File: config.mk
export PLATFORM = sky130hd
export DESIGN_NAME = imem_fetch_port_flat
export DESIGN_NICKNAME = d
export VERILOG_FILES = /design/src/rtl/imem_pkg.sv /design/src/rtl/imem_fetch_port_if.sv /design/src/rtl/imem_array.sv /design/src/rtl/imem_fetch_port.sv /design/src/flat_wrapper.sv
export SDC_FILE = /design/constraint.sdc
export NUM_CORES = 2
export LEC_CHECK = 0
export CORE_UTILIZATION = 50
export DETAILED_ROUTE_END_ITERATION = 16
export DONT_BUFFER_PORTS = 1
export PLACE_DENSITY_LB_ADDON = 0.2
export SYNTH_ARGS = -nofsm -noshare
export SYNTH_HDL_FRONTEND = slang
export SYNTH_SLANG_ARGS = --single-unit
File: constraint.sdc
create_clock -name clk -period 7.9 [get_ports clk]
set_clock_uncertainty 0.1 [all_clocks]
set_input_delay 1.185 -clock clk [delete_from_list [all_inputs] [get_ports clk]]
set_output_delay 1.185 -clock clk [all_outputs]
set_load 0.03 [all_outputs]
File: src/rtl/imem_pkg.sv
// Shared types and helpers for the instruction memory fetch port.
package imem_pkg;

    localparam int unsigned INST_W   = 32;
    localparam int unsigned PC_MAX_W = 64;

    localparam logic [INST_W-1:0] NOP_INST = 32'h00000013;

    typedef enum logic [1:0] {
        FLT_NONE     = 2'b00,
        FLT_MISALIGN = 2'b01,
        FLT_RANGE    = 2'b10
    } fault_e;

    // Byte address to word index.
    function automatic logic [PC_MAX_W-1:0] word_index(input logic [PC_MAX_W-1:0] pc);
        return pc >> 2;
    endfunction

    function automatic logic word_in_range(input logic [PC_MAX_W-1:0] pc,
                                           input int unsigned          depth);
        return word_index(pc) < PC_MAX_W'(depth);
    endfunction

endpackage

File: src/rtl/imem_fetch_port_if.sv
// Fetch request/response handshake between the fetch stage (master) and the instruction memory (slave).
interface imem_fetch_if #(
    parameter int unsigned ADDR_W = 32
) ();
    logic              req_valid;
    logic              req_ready;
    logic [ADDR_W-1:0] req_pc;
    logic              rsp_valid;
    logic              rsp_ready;
    logic [31:0]       rsp_inst;
    logic [ADDR_W-1:0] rsp_pc;
    logic [1:0]        rsp_fault;
    logic              flush;

    modport master (
        output req_valid, req_pc, rsp_ready, flush,
        input  req_ready, rsp_valid, rsp_inst, rsp_pc, rsp_fault
    );

    modport slave (
        input  req_valid, req_pc, rsp_ready, flush,
        output req_ready, rsp_valid, rsp_inst, rsp_pc, rsp_fault
    );
endinterface

File: src/rtl/imem_array.sv
// Word-organised instruction storage: one synchronous write port, one asynchronous read port.
module imem_array #(
    parameter int unsigned DEPTH_WORDS = 64,
    parameter int unsigned AW          = $clog2(DEPTH_WORDS)
) (
    input  logic          clk,
    input  logic          wr_en,
    input  logic [AW-1:0] wr_addr,
    input  logic [31:0]   wr_data,
    input  logic [AW-1:0] rd_addr,
    output logic [31:0]   rd_data_c
);

    logic [31:0] mem [DEPTH_WORDS];

    // Contents survive reset; the loader may write while the core is held.
    always_ff @(posedge clk) begin
        if (wr_en) begin
            mem[wr_addr] <= wr_data;
        end
    end

    assign rd_data_c = mem[rd_addr];

endmodule

File: src/rtl/imem_fetch_port.sv
// Instruction memory with a registered valid/ready fetch port, loader write port and fault reporting.
module imem_fetch_port
    import imem_pkg::*;
#(
    parameter int unsigned ADDR_W      = 32,
    parameter int unsigned DEPTH_WORDS = 64,
    parameter int unsigned LD_AW       = $clog2(DEPTH_WORDS)
) (
    input  logic             clk,
    input  logic             reset,
    imem_fetch_if.slave      bus,
    input  logic             ld_en,
    input  logic [LD_AW-1:0] ld_addr,
    input  logic [31:0]      ld_data
);

    logic              rsp_valid_q;
    logic [31:0]       rsp_inst_q;
    logic [ADDR_W-1:0] rsp_pc_q;
    fault_e            rsp_fault_q;

    logic              req_ready_c;
    logic              accept_c;
    logic [LD_AW-1:0]  rd_addr_c;
    logic [31:0]       rd_data_c;
    fault_e            fault_c;
    logic [31:0]       inst_c;

    imem_array #(
        .DEPTH_WORDS (DEPTH_WORDS),
        .AW          (LD_AW)
    ) u_array (
        .clk       (clk),
        .wr_en     (ld_en),
        .wr_addr   (ld_addr),
        .wr_data   (ld_data),
        .rd_addr   (rd_addr_c),
        .rd_data_c (rd_data_c)
    );

    // A slot opens when empty, when the held word retires, or when it is flushed.
    assign req_ready_c = reset & ~ld_en & (~rsp_valid_q | bus.rsp_ready | bus.flush);
    assign accept_c    = bus.req_valid & req_ready_c;
    assign rd_addr_c   = LD_AW'(word_index(PC_MAX_W'(bus.req_pc)));

    // Misaligned wins over out-of-range; any fault substitutes a NOP.
    always_comb begin
        fault_c = FLT_NONE;
        inst_c  = rd_data_c;
        if (bus.req_pc[1:0] != 2'b00) begin
            fault_c = FLT_MISALIGN;
            inst_c  = NOP_INST;
        end else if (!word_in_range(PC_MAX_W'(bus.req_pc), DEPTH_WORDS)) begin
            fault_c = FLT_RANGE;
            inst_c  = NOP_INST;
        end
    end

    // Response register: accept loads, retire or flush empties, otherwise hold.
    always_ff @(posedge clk) begin
        if (!reset) begin
            rsp_valid_q <= 1'b0;
            rsp_inst_q  <= '0;
            rsp_pc_q    <= '0;
            rsp_fault_q <= FLT_NONE;
        end else if (accept_c) begin
            rsp_valid_q <= 1'b1;
            rsp_inst_q  <= inst_c;
            rsp_pc_q    <= bus.req_pc;
            rsp_fault_q <= fault_c;
        end else if (rsp_valid_q && (bus.rsp_ready || bus.flush)) begin
            rsp_valid_q <= 1'b0;
        end
    end

    assign bus.req_ready = req_ready_c;
    assign bus.rsp_valid = rsp_valid_q;
    assign bus.rsp_inst  = rsp_inst_q;
    assign bus.rsp_pc    = rsp_pc_q;
    assign bus.rsp_fault = rsp_fault_q;

endmodule

File: src/flat_wrapper.sv
// flat-port wrapper written by rule: the top's interface ports become plain ports
module imem_fetch_port_flat import imem_pkg::*;
#(
    parameter int unsigned ADDR_W      = 32,
    parameter int unsigned DEPTH_WORDS = 64,
    parameter int unsigned LD_AW       = $clog2(DEPTH_WORDS)
)
  (clk, reset, ld_en, ld_addr, ld_data, bus_req_valid, bus_req_pc, bus_rsp_ready, bus_flush, bus_req_ready, bus_rsp_valid, bus_rsp_inst, bus_rsp_pc, bus_rsp_fault);
  imem_fetch_if #(.ADDR_W(ADDR_W)) bus_i ();
  input  logic clk;
  input  logic reset;
  input  logic ld_en;
  input  logic [LD_AW-1:0] ld_addr;
  input  logic [31:0] ld_data;
  input wire logic [$bits(bus_i.req_valid)-1:0] bus_req_valid;
  input wire logic [$bits(bus_i.req_pc)-1:0] bus_req_pc;
  input wire logic [$bits(bus_i.rsp_ready)-1:0] bus_rsp_ready;
  input wire logic [$bits(bus_i.flush)-1:0] bus_flush;
  output wire logic [$bits(bus_i.req_ready)-1:0] bus_req_ready;
  output wire logic [$bits(bus_i.rsp_valid)-1:0] bus_rsp_valid;
  output wire logic [$bits(bus_i.rsp_inst)-1:0] bus_rsp_inst;
  output wire logic [$bits(bus_i.rsp_pc)-1:0] bus_rsp_pc;
  output wire logic [$bits(bus_i.rsp_fault)-1:0] bus_rsp_fault;
  assign bus_i.req_valid = bus_req_valid;
  assign bus_i.req_pc = bus_req_pc;
  assign bus_i.rsp_ready = bus_rsp_ready;
  assign bus_i.flush = bus_flush;
  assign bus_req_ready = bus_i.req_ready;
  assign bus_rsp_valid = bus_i.rsp_valid;
  assign bus_rsp_inst = bus_i.rsp_inst;
  assign bus_rsp_pc = bus_i.rsp_pc;
  assign bus_rsp_fault = bus_i.rsp_fault;
  imem_fetch_port #(.ADDR_W(ADDR_W), .DEPTH_WORDS(DEPTH_WORDS), .LD_AW(LD_AW)) u_core (.clk(clk), .reset(reset), .bus(bus_i), .ld_en(ld_en), .ld_addr(ld_addr), .ld_data(ld_data));
endmodule
### Yosys cells after proc, flatten, opt, wreduce, memory -nomap -nowiden

Memories as Yosys holds them, arrays and structs flattened.
Index checks and enable logic that the tools add are counted.

* register bits: 67
* RAM bits: 2048
* input port bits: 76
* output and inout bits: 68
* word-level logic and storage cells: 25
* memories: 1

Memory list
* u_core.u_array.mem: depth 64, bits a word 32, read ports 1, clocked after Yosys merged registers in 0, write ports 1, line imem_array.sv:14 `logic [31:0] mem [DEPTH_WORDS];`

* magnitude comparators: 1
* multiplexer cells: 8
* bitwise operators: 7
* reductions and logical operators: 4

Operators with widths (number)
* 2-to-1 mux 32 bit: 2
* < comparator 30 x 7 -> 1 bit, second input constant: 1
* 2-to-1 mux 1 bit: 4
* 2-to-1 mux 2 bit: 2
* nonzero test 2 bit: 2
* bitwise AND 1 bit: 3
* NOT 1 bit: 2
* OR 1 bit: 2
* logical AND 1 bit: 1
* logical OR 1 bit: 1

### Depth between registers and ports, before layout

* word-level depth: 6
* depth in mapped cells: 10
* depth with buffers taken out: 5

### By module

Synthesis repeated with hierarchy kept, for this count alone.

* cells, all modules: 3533
* area, all modules: 80275.7 µm²

Modules (own cells, without submodules)
* imem_array: times used 1, cells each 3292, area each 77874.7 µm², seq. area each 61499.0 µm²
* imem_fetch_port: times used 1, cells each 241, area each 2401.1 µm², seq. area each 1341.3 µm²

### Least setup slack after synthesis

No wires, ideal clock.

* path kind: in2reg
* start point: in ld_addr[5]
* end point: mem u_core.u_array.mem[48][0] (enable)
* setup time: 0.461 ns
* arrival time: 4.071 ns
* data required time: 7.339 ns
* slack: 3.268 ns
* stages: 4
* buffers on the path: 1
* cell sequence: clkbuf_1 -> nand3_1 -> or3_1 -> nor3_1

RTL lines
* from (decl): line flat_wrapper.sv:13 `input logic [LD_AW-1:0] ld_addr;`
* to (decl): line imem_array.sv:14

Straight into the memory's write port.

### Worst setup path in the final report

* start point: in bus_req_pc[4]
* end point: reg u_core.rsp_inst_q[10], in the netlist u_core.bus.rsp_inst[10]

* cells in the longest elaborated chain, start to end: 3
* elaborated cells between the ends (all ways): 4
* classes of those cells: order compare (1); mux (2); memory (1)

Ends and longest elaborated chain
* from (decl): line flat_wrapper.sv:16 `input wire logic [$bits(bus_i.req_pc)-1:0] bus_req_pc;`
* < comparator 30 x 7 -> 1 bit or memory read (64 x 32 bit) (tied branches)
* 2-to-1 mux 32 bit *: line imem_fetch_port.sv:53 `end else if (!word_in_range(PC_MAX_W'(bus.req_pc), DEPTH_WORDS)) begin`
* 2-to-1 mux 32 bit *: line imem_fetch_port.sv:50 `if (bus.req_pc[1:0] != 2'b00) begin`
* to (signal assigned): line imem_fetch_port.sv:68 `rsp_inst_q <= inst_c;`
* to (decl): line imem_fetch_port.sv:18 `logic [31:0] rsp_inst_q;`

Mark *: on every way between the ends. The rest lies on a longest branch, timed or not.
A chain may end at the register's enable or synchronous reset.

==> qor.txt <==
Grt total ovfl: 0
Number of synthesized flops with an enable pin: 2048
Final Max Tran Viols: 343
Post-CTS Resized: 0
Reg clk slew, reported paths: 60 ps
Dominant synthesized flop cell: edfxtp_1
Worst Hold Class: input port to flip-flop
Slowest stage cell, crit path: nand2_1
Asr flop ratio synth: 0
CP max FO: 337
Most instantiated cells after synthesis: edfxtp_1 (2048), mux4_2 (482), nand2_1 (178), nor2_1 (98), mux2i_1 (78)
CTS Buf Count: 203
Starting DRT DRC Count: 5994
Top cell by count, worst path: o31ai_1
Ratio of cells with drive above 1 in the final layout: 0.2472
Worst slew pin tran: 2718 ps
Site row count: 147
Most common cell in the netlist: edfxtp_1
Clock root buffer: clkbuf_16
Avg Inst Size Synth: 21.64 um^2
Initial Util: 0.5032
Final instance area: 89660 um^2
Fin. Hold Viols: 0
LEAKAGE: 27.45 nW
Drt drc: 0
Full die area: 163000 um^2
FILL cells: 11900
Die Y: 403.8 um
NumNets Final: 3884
Largest cells by area after synthesis: edfxtp_1 (76%), mux4_2 (13%), dfxtp_1 (1.7%)
Vias per cell: 6.527
# IOs: 144
Crit-path cells: nand2_1, o21ai_0, o31ai_1, o22ai_1, o31ai_1
Slew margin rel.: -0.8122
Final Cycle Share: 0.5990
Post-Synthesis Cells: 3729
Post-route ant nets: 0
WL per Instance: 35.66 um
Critical path launch point type: input port
Core area: 160400 um^2
Hold_buf cts: 0
First-pass GRT wire length: 305.0 mm
Worst Setup Path Type: input port to flip-flop
CTS tree: done
Routed wire length: 218.6 mm
GPL Wtd Cong: 0.8068
Worst path max stage delay: 1300 ps
H-Tree Depth: 4
Synth-to-Final Area Change: 11.10%
Max clock buf depth: 3
Synthesized Nets: 3805
Top-area cell type share of the netlist area: 0.7621
Crit path max-delay family: compound AO/OA/AOI/OAI gates
Final setup viols: 0
CP Data Required Time: 8510 ps
PortBufs: 0
Fmax: 0.2113 GHz
Yosys top cell by area: edfxtp_1
Worst skew pair latency: 830 ps
CP arrival: 5340 ps
Cell Area, Placed: 83380 um^2
Synth warnings: 0
Hpwl dp: 112.6 mm
Die X: 403.8 um
Status: finished with violations
TritonRoute pass-1 iters: 6
Peak supply drop: 173.4 uV
RSZ-0062 raised after global routing: false
Pwr per Cell Area: 249.9 nW/um^2
Clk sink count: 2115
Worst setup margin: 3168 ps
Yosys reg bits: 2115
Worst Setup End Kind: flip-flop
Period minus WS final: 4732 ps
Initial antenna violation count: 8
Largest net degree at the start of global routing: 458
Sequential share of the synthesized area: 0.7787
Mapped Area: 80700 um^2
Gr usage total: 0.2697
MaxCap Viol Count: 0
Distinct cells, synth: 66
Setup TNS: 0 ps
Dpl ws: 3619 ps
Vias in the first global route: 38750
Via count: 40010
Post-CTS Setup Inserts: 0
Failing checks: max-slew violations
CP Buf/Inv Count: 0
==> cell type report <==
| class | count | area [um^2] | area share |
|---|---|---|---|
| diodes | 1 | 2.502 | 0.00002791 |
| multi-input cells | 1401 | 17200 | 0.1918 |
| clock inverters | 105 | 747.0 | 0.008331 |
| well taps | 2160 | 2703 | 0.03014 |
| inverters | 5 | 18.77 | 0.0002093 |
| repair buffers | 82 | 615.6 | 0.006866 |
| flip-flops and latches | 2115 | 62840 | 0.7009 |
| clock buffers | 261 | 5537 | 0.06175 |
==> sequential cells by signal (all words and copies together) (netlist names) <==
name	count
u_core.u_array.mem	2048
u_core.bus.rsp_valid	1
u_core.bus.rsp_fault	2
u_core.bus.rsp_pc	32
u_core.bus.rsp_inst	32
==> cells by family (layout without fill, tap and decap cells) <==
kind of cell / Yosys count / in the layout / share of synthesized area
multiplexers: 608 / 608 / 0.1509
buffers and inverters: 213 / 453 / 0.01457
AO/OA/AOI/OAI: 347 / 347 / 0.03022
other: 0 / 1 / 0
AND/OR/NAND/NOR: 446 / 446 / 0.02564
flip-flops: 2115 / 2115 / 0.7787
==> cells in the final DEF, fill, tap and decap left out, types with 37 or more instances in the layout <==
master | Yosys | final
buf_4 | 51 | 82
o21ai_0 | 37 | 37
mux4_2 | 482 | 482
clkbuf_16 | 0 | 209
edfxtp_1 | 2048 | 2048
clkinv_1 | 1 | 49
nand3_1 | 51 | 51
dfxtp_1 | 67 | 67
a22oi_1 | 74 | 74
mux2i_1 | 78 | 78
nand2_1 | 178 | 178
mux2_2 | 48 | 48
clkbuf_1 | 65 | 40
o22ai_1 | 73 | 73
nor2_4 | 0 | 63
==> where the power goes <==
| part | total (mW) | switching (mW) | leakage (nW) | internal, mW |
|---|---|---|---|---|
| registers | 12.4 | 0.0342 | 19.0 | 12.4 |
| logic | 0.720 | 0.358 | 5.40 | 0.363 |
| clock network | 9.28 | 4.05 | 3.08 | 5.23 |
==> worst paths after layout <==
path,slack [ps],from,endpoint,cells after the start
max,3170,bus_req_pc[4],u_core.bus.rsp_inst[10],5
max reg2reg,4970,u_core.bus.rsp_valid,u_core.bus.rsp_inst[1],5
min reg2reg,510,u_core.bus.rsp_pc[11],u_core.bus.rsp_pc[11],2
min,360,ld_data[12],u_core.u_array.mem[37][12],0
==> per-layer routing <==
| metal | wire length, um | part of all wire | global-route usage |
|---|---|---|---|
| met5 | 38 | 0.00017 | 0 |
| met4 | 5106 | 0.023 | 0.06479 |
| met3 | 21590 | 0.099 | 0.05181 |
| met2 | 103400 | 0.47 | 0.4204 |
| met1 | 88460 | 0.40 | 0.3968 |
==> per-stage QoR <==
stage	hold slack, ps	total power, mW	instances	util
2_1_floorplan	474.5	13.25	3729	-
3_3_place_gp	500.0	13.33	5763	0.5198
3_5_place_dp	508.1	13.33	5763	0.5198
4_1_cts	308.1	22.47	6129	0.5590
5_1_grt	331.0	22.90	6129	0.5590
6_report	355.4	22.41	6130	0.5590
==> worst register-to-register path: cells and delay by family, from the launching register on <==
kind / cells / cell delay, ps
compound gates: 2 / 930
simple gates: 2 / 920
flops: 1 / 510
buf+inv: 1 / 290
Note: power is estimated with default switching activity, not from simulation.
